`config.mk`:
```
export PLATFORM = sky130hd
export DESIGN_NAME = multicycle_control
export DESIGN_NICKNAME = d
export VERILOG_FILES = /design/src/rtl/cpu_pkg.sv /design/src/rtl/multicycle_control.sv
export SDC_FILE = /design/constraint.sdc
export NUM_CORES = 1
export LEC_CHECK = 0
export ABC_CLOCK_PERIOD_IN_PS = 1600
export BUFFER_PORTS_ARGS = -buffer_cell sky130_fd_sc_hd__buf_4
export CAP_MARGIN = 20
export CELL_PAD_IN_SITES_DETAIL_PLACEMENT = 0
export CELL_PAD_IN_SITES_GLOBAL_PLACEMENT = 1
export CORE_UTILIZATION = 33
export CTS_CLUSTER_DIAMETER = 120
export CTS_CLUSTER_SIZE = 10
export DETAILED_ROUTE_END_ITERATION = 10
export GPL_ROUTABILITY_DRIVEN = 0
export GPL_TIMING_DRIVEN = 0
export PLACE_DENSITY = 0.77
export SYNTH_ARGS = -nofsm -noshare
export SYNTH_HDL_FRONTEND = slang
export SYNTH_SLANG_ARGS = --single-unit
```
`constraint.sdc`:
```
create_clock -name clk -period 1.6 [get_ports clk]
set_input_delay 0.32 -clock clk [delete_from_list [all_inputs] [get_ports clk]]
set_output_delay 0.32 -clock clk [all_outputs]
set_load 0.05 [all_outputs]
```
`src/rtl/cpu_pkg.sv`:
```
// ---------------------------------------------------------------------------
// cpu_pkg
// Shared definitions for the 16-bit multicycle datapath control path:
//   - instruction opcodes (IR[15:12])
//   - ALUop encodings, shared with the ALU control decoder
//   - ALUSrcB and PCSource mux-select encodings
//   - the main control FSM state enum
//   - is_legal_op(): opcode legality helper used by the decoder
// ---------------------------------------------------------------------------
package cpu_pkg;

  // Opcodes
  localparam logic [3:0] OP_RTYPE = 4'd0;
  localparam logic [3:0] OP_LW    = 4'd1;
  localparam logic [3:0] OP_SW    = 4'd2;
  localparam logic [3:0] OP_BEQ   = 4'd3;
  localparam logic [3:0] OP_BNE   = 4'd4;
  localparam logic [3:0] OP_ADDI  = 4'd5;
  localparam logic [3:0] OP_ORI   = 4'd6;
  localparam logic [3:0] OP_J     = 4'd7;
  localparam logic [3:0] OP_HALT  = 4'd15;

  // ALUop (to ALU control decoder)
  localparam logic [1:0] ALUOP_ADD  = 2'd0;
  localparam logic [1:0] ALUOP_SUB  = 2'd1;
  localparam logic [1:0] ALUOP_FUNC = 2'd2;
  localparam logic [1:0] ALUOP_OR   = 2'd3;

  // ALUSrcB select
  localparam logic [1:0] SRCB_REGB  = 2'd0;
  localparam logic [1:0] SRCB_ONE   = 2'd1;
  localparam logic [1:0] SRCB_SEXT  = 2'd2;
  localparam logic [1:0] SRCB_ZEXT  = 2'd3;

  // PCSource select
  localparam logic [1:0] PCSRC_ALU    = 2'd0;
  localparam logic [1:0] PCSRC_ALUOUT = 2'd1;
  localparam logic [1:0] PCSRC_JUMP   = 2'd2;

  typedef enum logic [3:0] {
    S_FETCH,
    S_DECODE,
    S_EXEC_R,
    S_R_WB,
    S_EXEC_ADDI,
    S_EXEC_ORI,
    S_I_WB,
    S_MEM_ADDR,
    S_MEM_READ,
    S_MEM_WB,
    S_MEM_WRITE,
    S_BRANCH,
    S_JUMP,
    S_HALT
  } state_t;

  function automatic logic is_legal_op(input logic [3:0] op);
    return (op <= OP_J) || (op == OP_HALT);
  endfunction

endpackage

```
`src/rtl/multicycle_control.sv`:
```
// ---------------------------------------------------------------------------
// multicycle_control
// Moore control FSM for the 16-bit multicycle datapath. Sequences fetch,
// decode, execute, memory and write-back cycles, waits on mem_ready in the
// memory-access states, and counts retired instructions.
//
// Ports:
//   clk, reset         clock; synchronous active-high reset
//   opcode[3:0]        IR[15:12], sampled in DECODE and MEM_ADDR
//   zero               ALU zero flag (consumed by datapath branch gating)
//   mem_ready          memory read/write completion
//   PCWrite .. ALUSrcA datapath enables and 1-bit mux selects
//   ALUSrcB[1:0]       ALU B source select
//   ALUop[1:0]         operation class for the ALU control decoder
//   PCSource[1:0]      PC source select
//   illegal_op         one-cycle pulse in DECODE for an undefined opcode
//   halted             high while in HALT
//   instr_count        retired-instruction counter (wraps)
// ---------------------------------------------------------------------------
module multicycle_control
  import cpu_pkg::*;
#(
  parameter int unsigned CNT_W = 16
) (
  input  logic             clk,
  input  logic             reset,
  input  logic [3:0]       opcode,
  input  logic             zero,
  input  logic             mem_ready,
  output logic             PCWrite,
  output logic             PCWriteCond,
  output logic             BranchNE,
  output logic             IorD,
  output logic             MemRead,
  output logic             MemWrite,
  output logic             IRWrite,
  output logic             MemtoReg,
  output logic             RegWrite,
  output logic             RegDst,
  output logic             ALUSrcA,
  output logic [1:0]       ALUSrcB,
  output logic [1:0]       ALUop,
  output logic [1:0]       PCSource,
  output logic             illegal_op,
  output logic             halted,
  output logic [CNT_W-1:0] instr_count
);

  state_t            state_q, state_d;
  logic              bne_q, bne_d;
  logic [CNT_W-1:0]  cnt_q, cnt_d;
  logic              retire;

  // The branch decision (zero vs. BranchNE) is resolved in the datapath's
  // PC write gating; the control FSM itself does not branch on it.
  logic unused_zero;
  assign unused_zero = zero;

  // Next-state logic
  always_comb begin
    state_d = state_q;
    bne_d   = bne_q;
    unique case (state_q)
      S_FETCH:     if (mem_ready) state_d = S_DECODE;
      S_DECODE: begin
        // Branch flavour is latched here so BRANCH does not re-read opcode.
        bne_d = (opcode == OP_BNE);
        unique case (opcode)
          OP_RTYPE:      state_d = S_EXEC_R;
          OP_LW, OP_SW:  state_d = S_MEM_ADDR;
          OP_BEQ, OP_BNE: state_d = S_BRANCH;
          OP_ADDI:       state_d = S_EXEC_ADDI;
          OP_ORI:        state_d = S_EXEC_ORI;
          OP_J:          state_d = S_JUMP;
          OP_HALT:       state_d = S_HALT;
          default:       state_d = S_FETCH;
        endcase
      end
      S_EXEC_R:    state_d = S_R_WB;
      S_R_WB:      state_d = S_FETCH;
      S_EXEC_ADDI: state_d = S_I_WB;
      S_EXEC_ORI:  state_d = S_I_WB;
      S_I_WB:      state_d = S_FETCH;
      S_MEM_ADDR:  state_d = (opcode == OP_SW) ? S_MEM_WRITE : S_MEM_READ;
      S_MEM_READ:  if (mem_ready) state_d = S_MEM_WB;
      S_MEM_WB:    state_d = S_FETCH;
      S_MEM_WRITE: if (mem_ready) state_d = S_FETCH;
      S_BRANCH:    state_d = S_FETCH;
      S_JUMP:      state_d = S_FETCH;
      S_HALT:      state_d = S_HALT;
      default:     state_d = S_FETCH;
    endcase
  end

  // Retirement: every transition back into FETCH except from DECODE
  // (illegal opcode) counts one instruction.
  always_comb begin
    retire = 1'b0;
    unique case (state_q)
      S_R_WB, S_I_WB, S_MEM_WB, S_BRANCH, S_JUMP: retire = 1'b1;
      S_MEM_WRITE:                                retire = mem_ready;
      default:                                    retire = 1'b0;
    endcase
  end

  always_comb begin
    cnt_d = cnt_q;
    if (retire) cnt_d = cnt_q + CNT_W'(1);
  end

  always_ff @(posedge clk) begin
    if (reset) begin
      state_q <= S_FETCH;
      bne_q   <= 1'b0;
      cnt_q   <= '0;
    end else begin
      state_q <= state_d;
      bne_q   <= bne_d;
      cnt_q   <= cnt_d;
    end
  end

  // Moore output decode
  always_comb begin
    PCWrite     = 1'b0;
    PCWriteCond = 1'b0;
    BranchNE    = 1'b0;
    IorD        = 1'b0;
    MemRead     = 1'b0;
    MemWrite    = 1'b0;
    IRWrite     = 1'b0;
    MemtoReg    = 1'b0;
    RegWrite    = 1'b0;
    RegDst      = 1'b0;
    ALUSrcA     = 1'b0;
    ALUSrcB     = SRCB_REGB;
    ALUop       = ALUOP_ADD;
    PCSource    = PCSRC_ALU;
    illegal_op  = 1'b0;
    halted      = 1'b0;
    unique case (state_q)
      S_FETCH: begin
        MemRead = 1'b1;
        ALUSrcB = SRCB_ONE;
        IRWrite = mem_ready;
        PCWrite = mem_ready;
      end
      S_DECODE: begin
        ALUSrcB    = SRCB_SEXT;
        illegal_op = ~is_legal_op(opcode);
      end
      S_EXEC_R: begin
        ALUSrcA = 1'b1;
        ALUop   = ALUOP_FUNC;
      end
      S_R_WB: begin
        RegWrite = 1'b1;
        RegDst   = 1'b1;
      end
      S_EXEC_ADDI: begin
        ALUSrcA = 1'b1;
        ALUSrcB = SRCB_SEXT;
      end
      S_EXEC_ORI: begin
        ALUSrcA = 1'b1;
        ALUSrcB = SRCB_ZEXT;
        ALUop   = ALUOP_OR;
      end
      S_I_WB:      RegWrite = 1'b1;
      S_MEM_ADDR: begin
        ALUSrcA = 1'b1;
        ALUSrcB = SRCB_SEXT;
      end
      S_MEM_READ: begin
        MemRead = 1'b1;
        IorD    = 1'b1;
      end
      S_MEM_WB: begin
        RegWrite = 1'b1;
        MemtoReg = 1'b1;
      end
      S_MEM_WRITE: begin
        MemWrite = 1'b1;
        IorD     = 1'b1;
      end
      S_BRANCH: begin
        ALUSrcA     = 1'b1;
        ALUop       = ALUOP_SUB;
        PCWriteCond = 1'b1;
        PCSource    = PCSRC_ALUOUT;
        BranchNE    = bne_q;
      end
      S_JUMP: begin
        PCWrite  = 1'b1;
        PCSource = PCSRC_JUMP;
      end
      S_HALT:      halted = 1'b1;
      default: ;
    endcase
  end

  assign instr_count = cnt_q;

endmodule
```
==> flow_summary.json, run 1 <==
{
  "fin_crit_sh": 1.119,
  "ys_ff_latch": 21,
  "r2r-end": "instr_count[14]",
  "clock_latency_ns": 0.27,
  "synth_top_family_by_area": "simple AND/OR/NAND/NOR gates",
  "synthMuxAreaShare": 0.06405,
  "area_growth_pct": 92.15,
  "yosysSeqAreaShare": 0.2690,
  "grt_pass1_vias": 1769,
  "vdd_drop_max_v": 0.0004822,
  "critPathKind": "flop to output port",
  "worst-path-buf-inv": 3,
  "syn-cell-area_sq_um": 1563,
  "dp.final_hpwl_microns": 3283,
  "synth-simple-area-share": 0.3331,
  "dr.first_iter.drc_count": 202,
  "status": "complete, but fails checks",
  "rsz0062_at_grt": "yes",
  "cp.depth": 6,
  "avgSynthCellArea_sq_um": 7.406,
  "wl_per_cell_microns": 17.59,
  "cp_cell_sequence": "clkbuf_16 > buf_12 > nand2_4 > nor3_4 > or2_4 > buf_8",
  "max_freq_mhz": 558.6,
  "min_from": "mem_ready",
  "violations": "negative setup slack",
  "core-area_sq_um": 4444,
  "fp.dieW_microns": 70.82,
  "clockBufferDepth": 2,
  "hold_end": "state_q[1]",
  "die-area_sq_um": 5015,
  "crit_start": "state_q[2]",
  "io_buffers": 38,
  "path_max_fanout": 8,
  "worstMarginPinSlew_ns": 0.5817,
  "critPathMaxStageDelay_ns": 0.37,
  "synth_edf_count": 0,
  "maxCapViolations": 0,
  "synthAdderAreaFrac": 0.03203,
  "start_util": 0.3516,
  "crit_family": "buffers and inverters",
  "grt.total_usage": 0.2191,
  "instances_no_fill": 336,
  "setup_viol": 31,
  "clock-sinks": 21,
  "antennaDiodeCount": 0,
  "r2r_start": "state_q[0]",
  "grt_max_degree": 13,
  "dp_cells": 301,
  "reg2regPathDepth": 6,
  "cts.htree.levels": 1,
  "hold_viol": 0,
  "slowest_stage": "dfxtp_4",
  "async_flop_share": 0,
  "holdPathStages": 3,
  "reg2reg_slack_ns": -0.15,
  "ys.flop_type": "dfxtp_1",
  "syn_nets": 223,
  "num_vias": 1923,
  "timing.hold.ws_ns": 0.3815,
  "std_cell_rows": 24,
  "wl_microns": 5910,
  "dr.pass1.iters": 6,
  "power_leakage_nw": 1.142,
  "setup_slack_ns": -0.1901,
  "ant_nets": 0,
  "hp-class": "primary input to flop",
  "grt_pass1_wl_microns": 8721,
  "synthXorXnorAreaFrac": 0.02242,
  "layout.nets": 297,
  "ys_warn_count": 0,
  "required_ns": 1.28,
  "numCtsBuffers": 3,
  "slew_headroom": 0.6122,
  "route.detailed.drc": 0,
  "cp.arrival_ns": 1.47,
  "antenna_found_initial": 0,
  "finClkSkew_ns": 0.01485,
  "crit_path_end_kind": "output port",
  "synth_compound_gate_area_share": 0.2058,
  "die_h_microns": 70.82,
  "num_io_pins": 43,
  "fin_crit_ns": 1.790,
  "num-fill-cells": 333,
  "grt_overflow": 0,
  "routed_via_density": 5.723,
  "syn_inst": 211,
  "drive_gt1_frac": 0.5880,
  "power_density_nw_per_um2": 723.8,
  "cts_tree": "done",
  "ys_types": 41,
  "cts_root_buf": "clkbuf_8",
  "drv_slew": 0,
  "cp-start-kind": "flop",
  "clk_pin_slew_ns": 0.09
}
[metrics by stage]
step	utilization	setup WS [ns]	cell area, sq um	power (mW)	TNS (ns)
final	0.6757	-0.1901	3003	2.173	-3.157
after global routing	0.6757	-0.2421	3003	2.268	-4.930
after CTS	0.6104	-0.1728	2713	1.981	-3.109
after detailed placement	0.4735	-0.2666	2105	1.312	-1.642
after global placement	0.4735	-0.2645	2105	1.314	-1.614
after floorplan	-	-0.1708	1754	1.134	-0.4365
[kinds of logic (layout without fill, tap and decap cells)]
family	after synthesis	count (layout)
adder cells (fa/ha/maj)	4	4
AO/OA/AOI/OAI	49	49
buffers and inverters	28	101
flip-flops	21	21
XOR/XNOR	4	4
AND/OR/NAND/NOR	96	96
multiplexers	9	9
[worst min-delay path, stage by stage]
cell     delay [ns]
buf_4          0.12
or4_4          0.12
a31oi_1        0.05
[worst max path at each step]
stage,end
finish,PCWrite
global route,illegal_op
detailed placement,state_q[2]
CTS,ALUop[1]
global placement,state_q[2]
floorplan,PCWrite
[layer usage]
| metal | global-route usage | part of all wire | up-vias | routed length (microns) |
|---|---|---|---|---|
| met5 | 0 | 0 | - | 0 |
| met4 | 0.04667 | 0.019 | 0 | 112 |
| met3 | 0.03561 | 0.039 | 8 | 228 |
| met2 | 0.3515 | 0.48 | 55 | 2850 |
| met1 | 0.3103 | 0.46 | 936 | 2718 |
| li1 | - | - | 924 | - |
[layout by cell type, fill, tap and decap left out, types with 3 or more instances in the layout]
cell type / Yosys / final
nor3_4: 0 / 4
buf_12: 0 / 7
a31oi_1: 3 / 3
dfxtp_1: 21 / 4
a21oi_2: 0 / 3
o31ai_1: 8 / 5
buf_6: 0 / 27
dfxtp_4: 0 / 11
nor2_1: 21 / 10
ha_1: 4 / 3
and2_1: 6 / 5
nor2b_1: 8 / 8
dfxtp_2: 0 / 6
o21ai_0: 6 / 4
inv_1: 6 / 5
buf_8: 0 / 7
nand3_1: 8 / 8
nor2_4: 0 / 7
mux2_2: 8 / 6
and4_1: 4 / 4
nor4_4: 0 / 3
nand4_1: 7 / 7
nand2b_4: 0 / 3
buf_4: 1 / 39
nand2_1: 12 / 8
or4_4: 0 / 3
clkbuf_16: 0 / 3
a21oi_1: 16 / 13
clkbuf_8: 0 / 3
or4_1: 6 / 3
nor2_2: 0 / 4
clkbuf_1: 13 / 5
or3_1: 3 / 3
[synth_stat cells, types with 2 or more instances]
master / number / area (sq um)
ha_1: 4 / 50.05
a21oi_1: 16 / 80.08
or3_1: 3 / 18.77
nand2_1: 12 / 45.04
xnor2_1: 4 / 35.03
nand4_1: 7 / 43.79
o21a_1: 2 / 15.01
buf_1: 3 / 11.26
o21ai_0: 6 / 30.03
and2_1: 6 / 37.54
mux2_2: 8 / 90.09
a31oi_1: 3 / 18.77
nand3_1: 8 / 40.04
o32ai_1: 2 / 17.52
a2111oi_0: 2 / 17.52
inv_1: 6 / 22.52
nor4_1: 6 / 37.54
o31ai_1: 8 / 60.06
nor2b_1: 8 / 50.05
dfxtp_1: 21 / 420.4
nor2_1: 21 / 78.83
and4_1: 4 / 35.03
clkbuf_1: 13 / 48.80
nand2b_1: 4 / 25.02
o22ai_1: 2 / 12.51
nor3b_1: 2 / 15.01
and3_1: 2 / 12.51
buf_2: 5 / 25.02
nor3_1: 6 / 30.03
or4_1: 6 / 45.04
[flip-flops by register name, indices dropped and copies added (netlist names)]
register	cells
state_q	4
instr_count	16
bne_q	1
[timing repair]
item / 4_1_cts / 5_1_grt
gates cloned: 0 / 2
hold buffers: 0 / 0
setup endpoints to repair: 34 / 37
setup buffers: 22 / 10
resized for setup: 87 / 56
pin swaps: 13 / 21
[layout make-up]
type,count,area (sq um),area share
multi-input combinational,162,1444,0.4808
timing repair buffer,71,701.9,0.2337
sequential,21,469.2,0.1563
buffer,20,250.2,0.08333
tap,52,65.06,0.02167
clock buffer,3,41.29,0.01375
inverter,6,26.28,0.008750
clock inverter,1,5.005,0.001667
[where the power goes]
part           internal [mW]  switching, mW  total (mW)  leakage (nW)
combinational          0.563          0.682        1.24         0.935
clock                  0.174          0.189       0.362        0.0255
sequential             0.533         0.0339       0.567         0.181
Power figures use the tool's default switching activity.
==> run 2, diff against run 1 <==
--- a/config.mk
+++ b/config.mk
@@ -6,7 +6,7 @@
 export NUM_CORES = 1
 export LEC_CHECK = 0
 export ABC_CLOCK_PERIOD_IN_PS = 1600
-export BUFFER_PORTS_ARGS = -buffer_cell sky130_fd_sc_hd__buf_4
+export BUFFER_PORTS_ARGS = -buffer_cell sky130_fd_sc_hd__buf_2
 export CAP_MARGIN = 20
 export CELL_PAD_IN_SITES_DETAIL_PLACEMENT = 0
 export CELL_PAD_IN_SITES_GLOBAL_PLACEMENT = 1
==> run 2 against run 1 <==
  * The run still ends with negative setup slack left
  * Core utilization shrank 2.3 points
  * Sequential share of layout area grew 0.54 points
  * Worst hold slack gained 0.067 ns
  * Die area is the same
  * Non-clock buffer count grew 1
  * Design area shrank 3.3%
  * Clock skew shrank 0.0050 ns
  * Largest cell class unchanged
  * Largest power group unchanged
  * Highest routed layer unchanged
==> flow_summary.json, run 2 (same netlist as run 1, synthesis figures left out) <==
{
  "area_growth_pct": 85.75,
  "top_usage_layer": "met2",
  "clk_pin_slew_ns": 0.09,
  "fp.dieW_microns": 70.82,
  "num_vias": 1930,
  "reg2reg_slack_ns": -0.11,
  "clock_latency_ns": 0.27,
  "path_max_fanout": 5,
  "setup_viol": 31,
  "dr.pass1.iters": 6,
  "hp-class": "primary input to flop",
  "drive_gt1_frac": 0.5789,
  "maxCapViolations": 0,
  "ant_nets": 0,
  "grt.total_usage": 0.1965,
  "finClkSkew_ns": 0.009862,
  "final_core_util": 0.6532,
  "grt_pass1_wl_microns": 8010,
  "die_h_microns": 70.82,
  "grt_pass1_vias": 1663,
  "wl_microns": 5823,
  "vdd_drop_max_v": 0.0003941,
  "routed_via_density": 5.727,
  "crit_path_end_kind": "output port",
  "numCtsBuffers": 3,
  "post-place-ws_ns": -0.1886,
  "num_io_pins": 43,
  "core-area_sq_um": 4444,
  "power_leakage_nw": 1.128,
  "route.detailed.drc": 0,
  "max_freq_mhz": 546.5,
  "critPathKind": "flop to output port",
  "layout.nets": 298,
  "cts_tree": "done",
  "clockBufferDepth": 2,
  "fin_crit_sh": 1.144,
  "rsz0062_at_grt": "yes",
  "die-area_sq_um": 5015,
  "violations": "negative setup slack",
  "dp.final_hpwl_microns": 3252,
  "slew_headroom": 0.5947,
  "status": "complete, but fails checks",
  "antenna_found_initial": 0,
  "cp.arrival_ns": 1.51,
  "cts_root_buf": "clkbuf_8",
  "largest_reg_flops": 16,
  "setup_slack_ns": -0.2299,
  "wl_per_cell_microns": 17.28,
  "required_ns": 1.28,
  "dr.first_iter.drc_count": 124,
  "io_buffers": 38,
  "antennaDiodeCount": 0,
  "grt_max_degree": 13,
  "drv_slew": 0,
  "final_cell_mix": "buf_4 (24), buf_6 (24), buf_2 (21)",
  "grt_util_met1": 0.2775,
  "cp-start-kind": "flop",
  "grtUsageMet2": 0.3194,
  "timing.hold.ws_ns": 0.4487,
  "grtUsageMet3": 0.03134,
  "power_density_nw_per_um2": 723.1,
  "worstMarginPinSlew_ns": 0.6079,
  "hold_viol": 0,
  "std_cell_rows": 24,
  "clock-sinks": 21,
  "cts.htree.levels": 1,
  "start_util": 0.3516,
  "grt_overflow": 0,
  "fin_crit_ns": 1.830
}
## run 2: cell types whose count changed in the layout (fill, tap and decap cells not counted), sizes merged
cell / change
buf: -1
clkbuf: +2
## run 2: final timing paths
check	startpoint	endpoint	cells past startpoint
max reg2reg	state_q[2]	instr_count[12]	6
min	mem_ready	state_q[1]	3
max	state_q[3]	PCWrite	5
min reg2reg	bne_q	bne_q	2
## run 2: per-stage QoR
stage	instance area [sq um]	power, mW	instances	TNS (ns)
global placement	2009	1.275	301	-1.866
finish	2903	2.099	337	-3.163
global route	2903	2.177	337	-4.851
CTS	2476	1.880	322	-3.190
floorplan	1754	1.134	211	-0.4365
detailed placement	2009	1.273	301	-2.139
## run 2: layout make-up
class / count / area, sq um
sequential: 21 / 469.2
clock buffer: 3 / 41.29
multi-input combinational: 162 / 1400
fill: 339 / 1541
tap: 52 / 65.06
timing repair buffer: 71 / 641.9
clock inverter: 1 / 5.005
inverter: 6 / 26.28
buffer: 21 / 254.0
## run 2: worst max-delay path, cell delays in order (launching register included)
cell and delay (ns):
dfxtp_4 0.38, clkbuf_16 0.17, nor2_1 0.21, and3_4 0.23, or2_4 0.11, buf_8 0.13
## run 2: repair_timing
item                                   CTS  global route
resized for setup                       76            65
gates cloned                             1             2
setup endpoints to repair               34            35
endpoints found under the hold margin    0             0
hold buffers                             0             0
setup buffers                           16            14
pin swaps                                8            15
## run 2: power breakdown
group | internal, mW | switching [mW]
sequential | 0.533 | 0.0342
combinational | 0.520 | 0.645
clock | 0.174 | 0.193
## run 2: layer usage
layer	vias up	wire, microns
li1	925	-
met1	900	2623
met2	93	2789
met3	12	318
met4	0	92
met5	-	0
